## config.mk

```make
export PLATFORM = sky130hd
export DESIGN_NAME = data_bus_arbiter
export DESIGN_NICKNAME = d
export VERILOG_FILES = /design/src/rtl/data_bus_arbiter.sv
export SDC_FILE = /design/constraint.sdc
export NUM_CORES = 1
export LEC_CHECK = 0
export CORE_AREA = 5 5 113 115
export CTS_CLUSTER_SIZE = 20
export DETAILED_ROUTE_END_ITERATION = 8
export DIE_AREA = 0 0 118 120
export DONT_BUFFER_PORTS = 1
export GPL_ROUTABILITY_DRIVEN = 0
export PLACE_DENSITY = 0.3
export SLEW_MARGIN = 20
export SYNTH_ARGS = -nofsm -noshare
export SYNTH_HDL_FRONTEND = slang
export SYNTH_SLANG_ARGS = --single-unit
```

## constraint.sdc

```tcl
create_clock -name clk -period 3.12 [get_ports clk]
set_input_delay 0.624 -clock clk [delete_from_list [all_inputs] [get_ports clk]]
set_output_delay 0.624 -clock clk [all_outputs]
set_load 0.05 [all_outputs]
```

## src/rtl/data_bus_arbiter.sv

```systemverilog
// data_bus_arbiter: shares one synchronous-read data-memory port between
// master 0 (CPU load/store, fixed priority) and master 1 (e.g. UART DMA).
// An anti-starvation counter lets master 1 win after MAX_WAIT denied cycles,
// and a one-deep response pipeline steers read data back to the requester.
// Optional bus locking is built when the macro ARB_LOCK_EN is defined;
// without it the lock inputs are ignored and arbitration is purely
// starvation check, then master 0, then master 1.
module data_bus_arbiter #(
    parameter int ADDR_W   = 32,
    parameter int DATA_W   = 32,
    parameter int MAX_WAIT = 4
) (
    input  logic              clk,
    input  logic              reset,
    input  logic              m0_req,
    input  logic              m0_wr,
    input  logic              m0_lock,
    input  logic [ADDR_W-1:0] m0_addr,
    input  logic [DATA_W-1:0] m0_wdata,
    output logic              m0_gnt,
    output logic              m0_rvalid,
    output logic [DATA_W-1:0] m0_rdata,
    input  logic              m1_req,
    input  logic              m1_wr,
    input  logic              m1_lock,
    input  logic [ADDR_W-1:0] m1_addr,
    input  logic [DATA_W-1:0] m1_wdata,
    output logic              m1_gnt,
    output logic              m1_rvalid,
    output logic [DATA_W-1:0] m1_rdata,
    output logic              mem_rd,
    output logic              mem_wr,
    output logic [ADDR_W-1:0] mem_addr,
    output logic [DATA_W-1:0] mem_wdata,
    input  logic [DATA_W-1:0] mem_rdata
);

    localparam logic [3:0] MAX_WAIT_C = 4'(MAX_WAIT);

    logic [3:0] wait_cnt;
    logic       rsp_v;
    logic       rsp_id;
    logic       starved;

    assign starved = m1_req && (wait_cnt == MAX_WAIT_C);

`ifdef ARB_LOCK_EN
    typedef enum logic [1:0] {
        IDLE = 2'd0,
        OWN0 = 2'd1,
        OWN1 = 2'd2
    } lock_state_t;

    lock_state_t state;

    // Grant selection: a lock owner has exclusive use of the bus, otherwise
    // a starved master 1 beats master 0, which beats master 1.
    always_comb begin
        m0_gnt = 1'b0;
        m1_gnt = 1'b0;
        if (!reset) begin
            m0_gnt = 1'b0;
            m1_gnt = 1'b0;
        end else if (state == OWN0) begin
            m0_gnt = m0_req;
        end else if (state == OWN1) begin
            m1_gnt = m1_req;
        end else if (starved) begin
            m1_gnt = 1'b1;
        end else if (m0_req) begin
            m0_gnt = 1'b1;
        end else if (m1_req) begin
            m1_gnt = 1'b1;
        end
    end

    // Lock FSM: an accepted access with lock set claims the bus, and the
    // owner's next accepted access with lock clear hands it back.
    always_ff @(posedge clk or negedge reset) begin
        if (!reset) begin
            state <= IDLE;
        end else begin
            case (state)
                IDLE: begin
                    if (m0_gnt && m0_lock) begin
                        state <= OWN0;
                    end else if (m1_gnt && m1_lock) begin
                        state <= OWN1;
                    end
                end
                OWN0: begin
                    if (m0_gnt && !m0_lock) begin
                        state <= IDLE;
                    end
                end
                OWN1: begin
                    if (m1_gnt && !m1_lock) begin
                        state <= IDLE;
                    end
                end
                default: state <= IDLE;
            endcase
        end
    end
`else
    logic unused_lock;

    assign unused_lock = m0_lock ^ m1_lock;

    // Grant selection: a starved master 1 beats master 0, which beats master 1.
    always_comb begin
        m0_gnt = 1'b0;
        m1_gnt = 1'b0;
        if (!reset) begin
            m0_gnt = 1'b0;
            m1_gnt = 1'b0;
        end else if (starved) begin
            m1_gnt = 1'b1;
        end else if (m0_req) begin
            m0_gnt = 1'b1;
        end else if (m1_req) begin
            m1_gnt = 1'b1;
        end
    end
`endif

    // Memory port mux: the granted master drives the port, idle port is all zero.
    always_comb begin
        mem_rd    = 1'b0;
        mem_wr    = 1'b0;
        mem_addr  = '0;
        mem_wdata = '0;
        if (m0_gnt) begin
            mem_rd    = !m0_wr;
            mem_wr    = m0_wr;
            mem_addr  = m0_addr;
            mem_wdata = m0_wdata;
        end else if (m1_gnt) begin
            mem_rd    = !m1_wr;
            mem_wr    = m1_wr;
            mem_addr  = m1_addr;
            mem_wdata = m1_wdata;
        end
    end

    // Starvation counter: counts master 1's consecutive denied cycles,
    // saturating, and restarts whenever master 1 is served or stops asking.
    always_ff @(posedge clk or negedge reset) begin
        if (!reset) begin
            wait_cnt <= 4'd0;
        end else if (!m1_req || m1_gnt) begin
            wait_cnt <= 4'd0;
        end else if (wait_cnt < MAX_WAIT_C) begin
            wait_cnt <= wait_cnt + 4'd1;
        end
    end

    // Response tag: remembers which master issued the read accepted last cycle.
    always_ff @(posedge clk or negedge reset) begin
        if (!reset) begin
            rsp_v  <= 1'b0;
            rsp_id <= 1'b0;
        end else begin
            rsp_v <= mem_rd;
            if (mem_rd) begin
                rsp_id <= m1_gnt;
            end
        end
    end

    assign m0_rvalid = rsp_v && !rsp_id;
    assign m1_rvalid = rsp_v && rsp_id;
    assign m0_rdata  = m0_rvalid ? mem_rdata : '0;
    assign m1_rdata  = m1_rvalid ? mem_rdata : '0;

endmodule
```

# Word-level counts from Yosys, hierarchy flattened

Cells that the tools add are included.

Logic and storage cells: 34
Register bits after elaboration: 6
Bits of input ports: 168
Output and inout bits: 134

$lt $le $gt $ge: 1
Reduce and logical (&&, ||, !) cells: 9
$add $sub $neg: 1
Mux-type cells: 19
Equality and inequality tests: 1

Operators by type and width:

| cell                                                                          | count |
|---|---|
| 32-bit 2-to-1 mux                                                             | 6 |
| 1-bit 2-to-1 mux                                                              | 11 |
| 4-bit 2-to-1 mux                                                              | 2 |
| 4-bit by 1-bit adder with 4-bit output (second input constant)                | 1 |
| 4-bit by 3-bit == test with 1-bit output (second input constant)              | 1 |
| 1-bit logical NOT                                                             | 4 |
| 4-bit by 3-bit less-than comparator with 1-bit output (second input constant) | 1 |
| 1-bit logical AND                                                             | 3 |
| 2-bit nonzero test                                                            | 1 |
| 1-bit logical OR                                                              | 1 |

# Logic depth before layout (Yosys ltp)

Gate-level depths: netlist of the first run.

Depth after elaboration: 6
Gate-level depth with buffers: 7
Mapped depth without buffers: 5

# Worst setup path after synthesis of the first run

Ideal clock, no wire load.

Path type: flip-flop to output port
From: register wait_cnt[0]
To: output mem_rd
Cell stages (with the launch flop): 6
Path buffers: 0
Arrival: 2.130 ns
Path slack: 0.366 ns
Data required time: 2.496 ns
Cell sequence: dfrtp_1 -> inv_1 -> ha_1 -> and3b_1 -> o21ai_0 -> o31ai_1

Longest elaborated chain between the ends: 6

Ends and longest elaborated chain:

| what                                       | RTL line | RTL |
|---|---|---|
| start, declared                            | 40       | `logic [3:0] wait_cnt;` |
| start signal, assigned                     | 154      | `wait_cnt <= wait_cnt + 4'd1;` |
| 4-bit by 3-bit == test with 1-bit output * | 45       | `assign starved = m1_req && (wait_cnt == MAX_WAIT_C);` |
| 1-bit logical AND *                        | 45       |  |
| 1-bit 2-to-1 mux                           | 117      | `end else if (starved) begin` |
| 1-bit 2-to-1 mux                           | 114      | `if (!reset) begin` |
| 1-bit 2-to-1 mux                           | 138      | `end else if (m1_gnt) begin` |
| 1-bit 2-to-1 mux *                         | 133      | `if (m0_gnt) begin` |
| end, declared                              | 31       | `output logic mem_rd,` |

Every way passes the cells marked *; elsewhere a longest branch is shown, timed or not.

# Worst setup path after layout of the first run

From: register wait_cnt[0]
To: output mem_addr[7]

Longest elaborated chain between the ends: 6

Ends and longest elaborated chain:

| what                                       | RTL line | RTL |
|---|---|---|
| 4-bit by 3-bit == test with 1-bit output * | 45       |  |
| 1-bit logical AND *                        | 45       |  |
| 1-bit 2-to-1 mux                           | 117      |  |
| 1-bit 2-to-1 mux                           | 114      |  |
| 32-bit 2-to-1 mux                          | 138      |  |
| 32-bit 2-to-1 mux *                        | 133      |  |
| end, declared                              | 33       | `output logic [ADDR_W-1:0] mem_addr,` |

Marks and branches as above.

==> metrics, run 1 <==
reg2reg start wait_cnt[0]$_DFFE_PN0P_; Worst-path clk slew around 0.03 ns; setup_tns 0 ns; CTS tree yes; max-slew violation count 0; Final Cycle Share 0.8603; worst setup path start wait_cnt[0]$_DFFE_PN0P_; Setup Viol. Count Final 0; outcome completed; Post-synth EDFFs 0; static leakage 0.8403 nW; Wirelength per Cell just under 20 um; Boundary Pins between 300 and 400; GR Overflow Total 0; largest net degree at the start of global routing 67; CP endpoint mem_addr[7]; Inserted Clock Buffers 3; number of fill cells ~1300; Clock Latency Late Sink between 0.2 and 0.25 ns; Hold Crit Class in -> async; largest cells by area after synthesis a22o_1 40%, and3_1 16%, and2_1 14%; PnR Total Power between 0.7 and 0.8 mW; flip-flop and latch count after synthesis 6; Die Wd 118 um; antenna violations before repair 0; H-tree levels 1; CP Max Fanout 66; Worst Setup Start Kind flip-flop; Crit. End Element primary output; postcts setup bufs 0; hold buffer count at cts 0; FF/Latch Area ~150 sq um; # resized after CTS 0; DRC 0; register area share after synthesis 0.1037; Root Driver clkbuf_16; clock skew around 0.0011 ns; Cells after Synth between 150 and 200; Sink Count 6; cell taking the most area after synthesis a22o_1; height of the die 120 um; Inst Count DP approximately 330; mapped cell area roughly 1400 sq um; Final nets ~360; worst slew pin tran about 0.52 ns; synth warn 0; Initial Util 0.1236; via count 1649; DP HPWL just under 6000 um; FF-to-FF path depth 6; post-DR vias/cell 4.967; RR Endpoint rsp_v$_DFF_PN0_; peak supply drop between 200 and 250 uV; Final Non-Filler Cells 332; unrepaired setup endpoints after global routing no; met2 wire length between 3000 and 4000 um; CTS max path bufs 2; die area around 14000 sq um; All-Layer GR Usage 0.07601; max_slew headroom 0.6464; fmax around 370 MHz; CP Cell Sequence inv_1 > ha_1 > nand4b_1 > and3_2 > buf_12 > a22o_1; Max-cap violations 0; Tmin final around 2.7 ns; worst path bufs/invs 2; area of the multi-input gates roughly 1100 sq um; Distinct cells, synth 21; leading cell types by count after synthesis 66 x a22o_1, 36 x and3_1, 33 x and2_1; count leader, synth a22o_1; area grow syn2layout 20.83%; share of the synthesized area in the top cell type 0.3993; core region area 11710 sq um; Power Density 447.6 nW/um^2; met1 WL about 2200 um; Top Family by Delay on Critical Path compound AO/OA/AOI/OAI gates; diodes inserted 0; WP depth 6; port bufs 0; met3 WL roughly 900 um; vias in the first global route around 1600; highest routed layer met4; reg2reg setup slack approximately 1.4 ns; Routed Antenna Nets 0; Syn Nets between 300 and 400; final WL around 6500 um; CP required 2.50 ns; async set-reset flop share out of synthesis 1.000; Hold WS just over 0.09 ns; most common flop cell mapped by yosys dfrtp_1; Arrival @ worst endpoint approximately 2.1 ns; First DRT Iteration DRCs 92; slowest CP cell a22o_1; Crit Path Category reg -> out; layout cells sized above 1 0.1568; row count 40; slowest stage delay, CP between 0.5 and 0.6 ns; first-pass GRT wire length 8907 um; Final Hold Fails 0; syn avg cell area 7.868 sq um; TritonRoute pass-1 iters 4
-- where the power goes --
group / total (mW) / switching, mW / internal, mW
clock: 0.207 / 0.0426 / 0.164
combinational: 0.488 / 0.397 / 0.0918
sequential: 0.0876 / 0.00364 / 0.0839
total: 0.783 / 0.443 / 0.340
-- worst reg2reg max path, delay by kind of cell, from the launching register on --
kind	cells	cell delay, ns
flops	1	0.35
compound gates	2	0.55
buf+inv	2	0.28
simple gates	1	0.19
fa+ha+maj	1	0.21
-- how the worst min path moves through the flow --
stage          cells past startpoint  startpoint                 endpoint  slack, ns
3_5_place_dp                       0       reset          rsp_v$_DFF_PN0_       0.33
3_3_place_gp                       0       reset          rsp_v$_DFF_PN0_       0.33
6_report                           0       reset          rsp_v$_DFF_PN0_       0.09
2_1_floorplan                      0       reset       rsp_id$_DFFE_PN0P_       0.33
5_1_grt                            0       reset          rsp_v$_DFF_PN0_       0.08
4_1_cts                            0       reset  wait_cnt[3]$_DFFE_PN0P_       0.09
-- layer usage --
layer  vias to the layer above  global-route usage
met5                         -                   0
met4                         0             0.02222
met3                         8             0.02780
met2                       175              0.1340
met1                       758             0.08565
li1                        708                   -
-- area by class of cell --
type,count,share of cell area
clock buffers,3,0.04292
flip-flops and latches,6,0.08584
inverters,6,0.01288
repair buffers,21,0.1044
multi-input cells,149,0.6488
well taps,147,0.1051
-- registers in the layout, summed over array words and instances, names as in the netlist --
signal / count
wait_cnt: 4
rsp_id: 1
rsp_v: 1
-- cell usage in the layout (no fill, tap or decap), types with 2 or more instances in the layout --
master | Yosys | final
inv_1 | 6 | 6
clkbuf_16 | 0 | 3
and2_1 | 33 | 33
buf_12 | 0 | 2
a22o_1 | 66 | 66
nand4b_1 | 2 | 2
buf_4 | 3 | 19
and3_1 | 36 | 35
dfrtp_1 | 6 | 6
ha_1 | 2 | 2
-- logic make-up after synthesis --
group | synth area share
buf+inv | 0.1184
simple gates | 0.3284
flops | 0.1037
fa+ha+maj | 0.01728
compound gates | 0.4183
xor+xnor | 0.006051
mux | 0.007778
-- per-stage QoR --
| stage | area, sq um | worst slack, ns | utilization |
|---|---|---|---|
| floorplan | 1448 | 0.3656 | - |
| global route | 1749 | 0.3358 | 0.1494 |
| global placement | 1674 | 0.6884 | 0.1429 |
| finish | 1749 | 0.4359 | 0.1494 |
| detailed placement | 1674 | 0.6652 | 0.1429 |
| CTS | 1749 | 0.4197 | 0.1494 |
No activity file was read; power rests on OpenSTA's default activity.
==> run 2: changes to the inputs <==
CAP_MARGIN = 40   (was default)
==> results of run 2 <==
Final layout, timing and power as in run 1 (identical DEF).
